### config.mk
export PLATFORM = sky130hd
export DESIGN_NAME = wb_arbiter
export DESIGN_NICKNAME = d
export VERILOG_FILES = /design/src/rtl/ecap5_dproc_pkg.sv /design/src/rtl/wb_arbiter_counter.sv /design/src/rtl/wb_arbiter.sv
export SDC_FILE = /design/constraint.sdc
export NUM_CORES = 1
export LEC_CHECK = 0
export CAP_MARGIN = 20
export CORE_AREA = 2 2 123 125
export DETAILED_ROUTE_END_ITERATION = 8
export DIE_AREA = 0 0 125 127
export HOLD_SLACK_MARGIN = 0.15
export PLACE_DENSITY_LB_ADDON = 0.25
export SLEW_MARGIN = 5
export SYNTH_ARGS = -nofsm -noshare
export SYNTH_HDL_FRONTEND = slang
export SYNTH_SLANG_ARGS = --single-unit
### constraint.sdc
create_clock -name clk_i -period 2.6 [get_ports clk_i]
set_input_delay 0.52 -clock clk_i [delete_from_list [all_inputs] [get_ports clk_i]]
set_output_delay 0.52 -clock clk_i [all_outputs]
set_load 0.02 [all_outputs]
### src/rtl/ecap5_dproc_pkg.sv
// ecap5_dproc_pkg: shared types and constants for the processor's Wishbone bus arbiter.
//   arb_state_t         - arbiter FSM states (idle, bus granted to fetch or load/store)
//   arb_master_t        - master identifiers used to remember the last grant
//   ARB_MAX_OUTSTANDING - default cap on accepted-but-unacknowledged requests per grant
package ecap5_dproc_pkg;

    typedef enum logic [1:0] {
        IDLE,
        GRANT_M0,
        GRANT_M1
    } arb_state_t;

    typedef enum logic {
        M0,
        M1
    } arb_master_t;

    localparam int ARB_MAX_OUTSTANDING = 4;

endpackage

### src/rtl/wb_arbiter_counter.sv
// wb_arbiter_counter: saturating up/down counter of outstanding bus requests.
//   clk, rst_n - clock, asynchronous active-low reset (clears the count)
//   inc        - a request was accepted by the slave
//   dec        - an acknowledge was forwarded to the owning master
//   full       - count has reached MAX
//   empty      - count is zero
module wb_arbiter_counter #(
    parameter int MAX   = 4,
    parameter int CNT_W = 4
) (
    input  logic clk,
    input  logic rst_n,
    input  logic inc,
    input  logic dec,
    output logic full,
    output logic empty
);

    logic [CNT_W-1:0] count;

    always_ff @(posedge clk or negedge rst_n) begin
        if (!rst_n)
            count <= '0;
        else if (inc && !dec && !full)
            count <= count + 1'b1;
        else if (dec && !inc && !empty)
            count <= count - 1'b1;
    end

    assign full  = count == CNT_W'(MAX);
    assign empty = count == '0;

endmodule

### src/rtl/wb_arbiter.sv
// wb_arbiter: round-robin two-master / one-slave pipelined Wishbone arbiter.
//   clk_i, rst_ni     - clock, asynchronous active-low reset
//   m0_wb_*           - fetch master port (adr/dat/sel/we/stb/cyc in, dat/ack/stall out)
//   m1_wb_*           - load/store master port, same signals as m0
//   s_wb_*            - shared slave port (adr/dat/sel/we/stb/cyc out, dat/ack/stall in)
// The grant is held until the owner drops cyc and all its accepted requests are acked,
// so late responses always reach the master that issued them.
module wb_arbiter
    import ecap5_dproc_pkg::*;
#(
    parameter int MAX_OUTSTANDING = ARB_MAX_OUTSTANDING,
    parameter int CNT_W           = 4
) (
    input  logic        clk_i,
    input  logic        rst_ni,
    input  logic [31:0] m0_wb_adr_i,
    input  logic [31:0] m0_wb_dat_i,
    input  logic [3:0]  m0_wb_sel_i,
    input  logic        m0_wb_we_i,
    input  logic        m0_wb_stb_i,
    input  logic        m0_wb_cyc_i,
    output logic [31:0] m0_wb_dat_o,
    output logic        m0_wb_ack_o,
    output logic        m0_wb_stall_o,
    input  logic [31:0] m1_wb_adr_i,
    input  logic [31:0] m1_wb_dat_i,
    input  logic [3:0]  m1_wb_sel_i,
    input  logic        m1_wb_we_i,
    input  logic        m1_wb_stb_i,
    input  logic        m1_wb_cyc_i,
    output logic [31:0] m1_wb_dat_o,
    output logic        m1_wb_ack_o,
    output logic        m1_wb_stall_o,
    output logic [31:0] s_wb_adr_o,
    output logic [31:0] s_wb_dat_o,
    output logic [3:0]  s_wb_sel_o,
    output logic        s_wb_we_o,
    output logic        s_wb_stb_o,
    output logic        s_wb_cyc_o,
    input  logic [31:0] s_wb_dat_i,
    input  logic        s_wb_ack_i,
    input  logic        s_wb_stall_i
);

    arb_state_t  state_q, state_d;
    arb_master_t last_q;
    logic        full, empty, granted, sel, accept, ack_fwd, own_stall;

    assign granted = state_q != IDLE;
    assign sel     = state_q == GRANT_M1;

    assign s_wb_adr_o = granted ? (sel ? m1_wb_adr_i : m0_wb_adr_i) : '0;
    assign s_wb_dat_o = granted ? (sel ? m1_wb_dat_i : m0_wb_dat_i) : '0;
    assign s_wb_sel_o = granted ? (sel ? m1_wb_sel_i : m0_wb_sel_i) : '0;
    assign s_wb_we_o  = granted && (sel ? m1_wb_we_i : m0_wb_we_i);
    assign s_wb_stb_o = granted && (sel ? m1_wb_stb_i : m0_wb_stb_i) && !full;
    assign s_wb_cyc_o = granted && ((sel ? m1_wb_cyc_i : m0_wb_cyc_i) || !empty);

    // Acks with nothing outstanding are stray responses (e.g. from before a reset) and are dropped.
    assign accept    = s_wb_stb_o && !s_wb_stall_i;
    assign ack_fwd   = granted && s_wb_ack_i && !empty;
    assign own_stall = s_wb_stall_i || full;

    assign m0_wb_dat_o   = s_wb_dat_i;
    assign m1_wb_dat_o   = s_wb_dat_i;
    assign m0_wb_ack_o   = state_q == GRANT_M0 && ack_fwd;
    assign m1_wb_ack_o   = state_q == GRANT_M1 && ack_fwd;
    assign m0_wb_stall_o = state_q == GRANT_M0 ? own_stall : 1'b1;
    assign m1_wb_stall_o = state_q == GRANT_M1 ? own_stall : 1'b1;

    wb_arbiter_counter #(
        .MAX   (MAX_OUTSTANDING),
        .CNT_W (CNT_W)
    ) u_counter (
        .clk   (clk_i),
        .rst_n (rst_ni),
        .inc   (accept),
        .dec   (ack_fwd),
        .full  (full),
        .empty (empty)
    );

    always_comb begin
        state_d = state_q;
        case (state_q)
            IDLE:
                state_d = (m0_wb_cyc_i && m1_wb_cyc_i) ? (last_q == M1 ? GRANT_M0 : GRANT_M1) :
                          m0_wb_cyc_i ? GRANT_M0 :
                          m1_wb_cyc_i ? GRANT_M1 : IDLE;
            // Hand over directly to a waiting master to avoid an idle bubble.
            GRANT_M0:
                if (!m0_wb_cyc_i && empty) state_d = m1_wb_cyc_i ? GRANT_M1 : IDLE;
            GRANT_M1:
                if (!m1_wb_cyc_i && empty) state_d = m0_wb_cyc_i ? GRANT_M0 : IDLE;
            default:
                state_d = IDLE;
        endcase
    end

    always_ff @(posedge clk_i or negedge rst_ni) begin
        if (!rst_ni) begin
            state_q <= IDLE;
            last_q  <= M1;
        end else begin
            state_q <= state_d;
            if (state_d == GRANT_M0)
                last_q <= M0;
            else if (state_d == GRANT_M1)
                last_q <= M1;
        end
    end

endmodule

==> run_results.csv, run 1 <==
group,metric,value,unit
routing,post_drt_wl_per_cell,15.7,um
critical_path,path_cells,"buf_4, nor2_4, buf_8, a22o_1, clkdlybuf4s50_1",
routing,drc,0,
sta,worst_pin_slew,307,ps
logic_synthesis,syn_nets,386,
final_layout,antenna_cells,0,
sta,finClkSkew,1.46,ps
critical_path,path_class,"flip-flop to output pin",
min_path,hold_class,"flip-flop to flip-flop",
critical_path,cp.required,2080,ps
logic_synthesis,netlist_area,1670,sq um
place,port_buffers,220,
sta,fin_hold_ws,469,ps
place,preCtsSetupSlack,-189,ps
clock_network,htreeDepth,1,
logic_synthesis,ys_seq_area_share,10.5,%
clock_network,clkLatencyLatePin,230,ps
critical_path,crit_buf_inv,3,
logic_synthesis,synth_warnings,0,
final_layout,drive_gt1_share,9.24,%
critical_path,slowest_stage,"clkdlybuf4s50_1",
logic_synthesis,ys_seq_elements,7,
routing,drtPass1Iterations,3,
critical_path,endpoint_kind,"output pin",
global_routing,grt_pass1_vias,2267,
clock_network,cts.sinks,7,
critical_path,crit_fanout,20,
sta,hold_viol_final,0,
floorplan,start_util,11.6,%
global_routing,antenna_found_initial,0,
global_routing,grt_pass1_wl,12300,um
floorplan,dieWidth,125,um
final_layout,regArea,179,sq um
run_status,status,"finished clean",
floorplan,fp-row-count,44,
job,drv_cap,0,
place,gp_congestion,0.776,
logic_synthesis,synth.largest_area_cell,"a22o_1",
critical_path,cp.arrival,1980,ps
global_routing,grt-ovfl-total,0,
floorplan,dieHeight,127,um
sta,period_share,96.2,%
critical_path,cpPeakStageDelay,600,ps
clock_network,numCtsBuffers,3,
place,dp_hpwl,6820,um
final_layout,fin_util,26.8,%
critical_path,worstSetupStartpointType,"flip-flop",
sta,setup_viol,0,
place,placedCellCount,537,
floorplan,die_area,15900,sq um
final_layout,final_cells,541,
final_layout,fin_nets,540,
global_routing,grt_max_degree,51,
clock_network,cts_tree,"built",
routing,ant_nets,0,
power,power_density,912,nW/um^2
clock_network,clockBufferDepth,2,
sta,fin_crit,2500,ps
final_layout,multi_input_area,950,sq um
clock_network,cts-root-buf,"clkbuf_16",
logic_synthesis,avgSynthCellArea,8.21,sq um
final_layout,final_common_cell,"clkdlybuf4s50_1",
sta,clock.fmax,400,MHz
sta,rsz0062_at_grt,"false",
final_layout,syn2layout_area_growth,131,%
clock_network,clk_pin_slew,30,ps
routing,vias,2151,
final_layout,final_cell_mix,"clkdlybuf4s50_1 (162), a22o_1 (69), dlymetal6s2s_1 (47)",
critical_path,r2r_slack,190,ps
global_routing,track_usage,9.55,%
logic_synthesis,synthTopCellsByArea,"a22o_1 (36%), buf_4 (29%), dfrtp_1 (9.0%)",
sta,setup_ws,99.8,ps
logic_synthesis,synth_top_cell_area_share,36.1,%
routing,drtIter0Drc,33,
power,vdd_drop_max,0.368,mV
clock_network,postCtsSetupBuffers,0,
sta,slew_violations,0,
routing,routed_wirelength,8470,um
critical_path,critical_path.top_delay_family,"buffers and inverters",
logic_synthesis,synth.distinct_cells,32,
power,total_leakage_power,2.03,nW
final_layout,fill_cells,1548,
logic_synthesis,syn_inst,204,
floorplan,core,14400,sq um
sta,relSlewSlack,79.5,%
floorplan,io_pins,317,
routing,vias_per_cell,3.98,
==> cells in the mapped netlist <==
cell,number
a21o_1,1
a21oi_1,4
a221oi_1,1
a22o_1,69
a22oi_1,1
a31oi_1,1
and2_4,1
buf_2,1
buf_4,64
clkbuf_1,15
clkbuf_8,1
dfrtp_1,6
dfstp_2,1
fa_1,1
ha_1,3
inv_1,5
mux2_4,2
mux2i_1,2
nand2_1,5
nand3_1,1
nand3b_1,1
nor2_1,3
nor2_4,1
nor3_1,2
nor3b_1,1
nor4b_1,1
o211ai_2,1
o21ai_0,4
or2_2,1
or4_1,1
xnor2_1,2
xor2_1,1
==> layout make-up <==
type / instances / area share [%]
clock buffer: 4 / 2.04
sequential: 7 / 4.63
timing repair buffer: 230 / 62.3
multi-input combinational: 111 / 24.6
inverter: 5 / 0.486
tap: 184 / 5.96
==> cells by family after synthesis <==
kind of cell    share of synthesized area, %
compound gates                          41.0
xor+xnor                                1.57
fa+ha+maj                               3.44
buf+inv                                 34.3
flops                                   10.5
mux                                     2.99
simple gates                            6.13
==> worst paths after layout <==
check	from	endpoint	cells past startpoint
setup / recovery	state_q[0]$_DFF_PN0_	s_wb_dat_o[16]	5
hold / removal	last_q$_DFFE_PN1P_	last_q$_DFFE_PN1P_	2
setup reg to reg	u_counter.count[3]$_DFFE_PN0P_	u_counter.count[3]$_DFFE_PN0P_	9
hold reg to reg	last_q$_DFFE_PN1P_	last_q$_DFFE_PN1P_	2
max in group asynchronous	rst_ni	last_q$_DFFE_PN1P_	1
min in group asynchronous	rst_ni	u_counter.count[3]$_DFFE_PN0P_	1
==> metal layers <==
metal	share of wire (%)	global-route usage (%)	vias to the layer above	routed length, um
met5	0	0	-	0
met4	1.6	2.61	0	135
met3	9.8	2.93	25	830
met2	50	17.5	158	4240
met1	39	10.8	963	3260
li1	-	-	1005	-
==> metrics by stage <==
step | total power [mW] | area, sq um | TNS [ps]
floorplan | 2.01 | 1670 | 0
global placement | 3.33 | 3640 | -208
detailed placement | 3.33 | 3640 | -287
CTS | 3.61 | 3720 | -27.1
global route | 3.75 | 3860 | 0
finish | 3.52 | 3860 | 0
==> flip-flops by register name, summed over array words and instances, names as in the netlist <==
| register | flops |
|---|---|
| state_q | 2 |
| last_q | 1 |
| u_counter.count | 4 |
==> worst register-to-register path, stage by stage (launching register included) <==
cell and delay (ps):
dfrtp_1 400, or4_4 600, o211ai_2 100, and2_4 160, inv_1 80, ha_1 310, a21o_1 170, a21oi_2 150
mux2i_1 230, xnor2_1 130
==> timing repair <==
item                                    4_1_cts  5_1_grt
pin swaps                                     0        1
resized for setup                             7       52
endpoints found under the hold margin         0        0
endpoints found under the setup margin       17       58
hold buffers                                  0        0
==> power by group <==
group / switching [mW] / internal, mW
Combinational: 1.50 / 1.50
Sequential: 0.0788 / 0.180
Clock: 0.0576 / 0.204
Note: power is estimated with default switching activity, not from simulation.
==> inputs of run 2 (changes only) <==
--- a/config.mk
+++ b/config.mk
@@ -5,12 +5,15 @@
 export SDC_FILE = /design/constraint.sdc
 export NUM_CORES = 1
 export LEC_CHECK = 0
+export ABC_AREA = 1
 export CAP_MARGIN = 20
 export CORE_AREA = 2 2 123 125
 export DETAILED_ROUTE_END_ITERATION = 8
 export DIE_AREA = 0 0 125 127
 export HOLD_SLACK_MARGIN = 0.15
 export PLACE_DENSITY_LB_ADDON = 0.25
+export RECOVER_POWER = 100
+export SKIP_LAST_GASP = 1
 export SLEW_MARGIN = 5
 export SYNTH_ARGS = -nofsm -noshare
 export SYNTH_HDL_FRONTEND = slang
==> run 2 against run 1 <==
  * Fmax fell by 0.72%
  * Global-route usage rose by 1.4 points
  * Register-to-register slack improved by 170 ps
  * Sequential share of layout area increased by 0.16 points
  * Hold slack improved by 22 ps
==> run_results.csv, run 2 <==
group,metric,value,unit
final_layout,final_common_cell,"clkdlybuf4s50_1",
critical_path,endpoint_kind,"output pin",
final_layout,drive_gt1_share,5.61,%
logic_synthesis,ys_seq_elements,7,
global_routing,grt-ovfl-total,0,
sta,period_share,96.9,%
critical_path,worstSetupStartpointType,"flip-flop",
logic_synthesis,synthFlopType,"dfrtp_1",
min_path,hold_depth,2,
critical_path,crit_buf_inv,3,
critical_path,cpPeakStageDelay,620,ps
routing,routed_wirelength,9490,um
sta,relSlewSlack,76.5,%
logic_synthesis,synth-edff-count,0,
logic_synthesis,synth_warnings,0,
logic_synthesis,syn_nets,407,
sta,slew_violations,0,
clock_network,cts_tree,"built",
place,dp_hpwl,7990,um
logic_synthesis,synth_common_cells,"a22o_1 (69), buf_4 (64), nand2_1 (17)",
routing,vias_per_cell,3.96,
sta,fin_crit,2520,ps
place,port_buffers,220,
place,preCtsSetupSlack,117,ps
critical_path,crit_fanout,22,
floorplan,dieHeight,127,um
routing,vias,2216,
global_routing,grt_pass1_wl,13900,um
floorplan,io_pins,317,
final_layout,multi_input_area,955,sq um
logic_synthesis,async_flop_share,100,%
floorplan,dieWidth,125,um
logic_synthesis,synthTopCellsByArea,"a22o_1 (34%), buf_4 (27%), dfrtp_1 (8.6%)",
job,drv_cap,0,
sta,rsz0062_at_grt,"false",
global_routing,grt_pass1_vias,2385,
critical_path,rr_startpoint,"state_q[0]$_DFF_PN0_",
global_routing,track_usage,11.0,%
global_routing,grt_max_degree,51,
final_layout,fin_nets,557,
final_layout,largest_register_ff_count,4,
sta,hold_viol_final,0,
clock_network,cts.sinks,7,
routing,post_drt_wl_per_cell,17.0,um
logic_synthesis,ys_seq_area_share,10.1,%
clock_network,htreeDepth,1,
critical_path,r2r_slack,360,ps
power,vdd_drop_max,0.441,mV
final_layout,reg_top3,"u_counter.count: 4 flops, state_q: 2 flops, last_q: 1 flops",
min_path,worst_hold_path.endpoint,"last_q$_DFFE_PN1P_",
critical_path,r2r_end,"u_counter.count[3]$_DFFE_PN0P_",
final_layout,regArea,178,sq um
logic_synthesis,synth.most_common_cell,"a22o_1",
clock_network,postCtsSetupBuffers,0,
floorplan,die_area,15900,sq um
critical_path,cp.arrival,2000,ps
sta,setup_ws,81.6,ps
routing,ant_nets,0,
floorplan,fp-row-count,44,
sta,worst_pin_slew,351,ps
sta,fin_hold_ws,491,ps
clock_network,numCtsBuffers,3,
logic_synthesis,avgSynthCellArea,7.80,sq um
sta,finClkSkew,0.253,ps
logic_synthesis,synth.distinct_cells,27,
routing,drtPass1Iterations,4,
logic_synthesis,synth_top_cell_area_share,34.5,%
global_routing,antenna_found_initial,1,
logic_synthesis,netlist_area,1750,sq um
min_path,hp-start,"last_q$_DFFE_PN1P_",
logic_synthesis,synth.largest_area_cell,"a22o_1",
run_status,status,"finished clean",
sta,clock.fmax,397,MHz
min_path,hold_class,"flip-flop to flip-flop",
critical_path,path_class,"flip-flop to output pin",
floorplan,start_util,12.2,%
sta,setup_viol,0,
final_layout,fill_cells,1544,
final_layout,final_cell_mix,"clkdlybuf4s50_1 (187), a22o_1 (69), dlygate4sd3_1 (25)",
final_layout,largest-register,"u_counter.count",
sta,setup-tns-final,0,ps
place,gp_congestion,0.840,
clock_network,clkLatencyLatePin,230,ps
critical_path,path_cells,"inv_1, nor2_4, buf_4, a22o_1, clkdlybuf4s50_1",
logic_synthesis,syn_inst,225,
final_layout,fin_util,25.7,%
critical_path,ff2ff_path_depth,15,
floorplan,core,14400,sq um
critical_path,critical_path.top_delay_family,"buffers and inverters",
routing,drc,0,
clock_network,clockBufferDepth,2,
critical_path,cp.required,2080,ps
final_layout,syn2layout_area_growth,111,%
clock_network,clk_pin_slew,40,ps
critical_path,slowest_stage,"clkdlybuf4s50_1",
power,total_leakage_power,1.53,nW
clock_network,cts-root-buf,"clkbuf_16",
power,power_density,1090,nW/um^2
routing,drtIter0Drc,52,
-- run 2: cell types whose count changed after synthesis, sizes merged, moves of 2 or more --
cell / delta
xnor2: -2
nand2: +19
a21oi: -3
nor2: +5
mux2i: -2
nand3: +6
clkbuf: -9
mux2: -2
inv: +9
buf: +7
-- run 2: worst min-delay path: cells and delay by family (launching register included) --
| kind | cells | cell delay [ps] |
|---|---|---|
| flops | 1 | 360 |
| compound gates | 1 | 70 |
| simple gates | 1 | 40 |
-- run 2: power by group --
group,internal (mW),total (mW),switching (mW)
Clock,0.204,0.262,0.0583
Combinational,1.62,3.53,1.92
Sequential,0.177,0.253,0.0765
-- run 2: worst max path at each step --
stage,startpoint,to,depth (start not counted)
after floorplan,u_counter.count[0]$_DFFE_PN0P_,u_counter.count[3]$_DFFE_PN0P_,14
after global placement,m1_wb_stb_i,s_wb_stb_o,6
after detailed placement,m1_wb_stb_i,s_wb_stb_o,6
after CTS,state_q[0]$_DFF_PN0_,s_wb_dat_o[26],4
after global routing,state_q[1]$_DFF_PN0_,s_wb_dat_o[5],5
final,state_q[1]$_DFF_PN0_,s_wb_dat_o[5],5
-- run 2: cell type report --
class | count | share of cell area (%)
clock buffer | 4 | 2.13
timing repair buffer | 224 | 59.6
multi-input combinational | 125 | 25.8
sequential | 7 | 4.79
inverter | 14 | 1.42
antenna | 1 | 0.0675
tap | 184 | 6.21
-- run 2: stage by stage --
| stage | power [mW] | cell area (sq um) | std cells |
|---|---|---|---|
| 2_1_floorplan | 2.38 | 1750 | 225 |
| 3_3_place_gp | 3.97 | 3680 | 554 |
| 3_5_place_dp | 3.98 | 3680 | 554 |
| 4_1_cts | 4.28 | 3760 | 558 |
| 5_1_grt | 4.33 | 3710 | 559 |
| 6_report | 4.05 | 3710 | 559 |
-- run 2: layer usage --
metal  share of wire (%)  track usage [%]  vias up
li1                    -                -     1044
met1                  39             12.7     1031
met2                  52             20.1      139
met3                 9.0             3.56        2
met4                0.26             1.63        0
met5                   0                0        -
-- run 2: timing repair --
item / in CTS / in global routing
resized for setup: 0 / 1
setup endpoints to repair: 0 / 1
hold buffers: 0 / 0
-- run 2: cells by family (layout without fill, tap and decap cells) --
family,Yosys count,after routing,synth area share [%]
other,0,1,0
AND/OR/NAND/NOR,42,42,13.1
adder cells (fa/ha/maj),4,4,3.28
buffers and inverters,93,242,34.5
XOR/XNOR,2,2,0.999
flip-flops,7,7,10.1
AO/OA/AOI/OAI,77,77,38.0
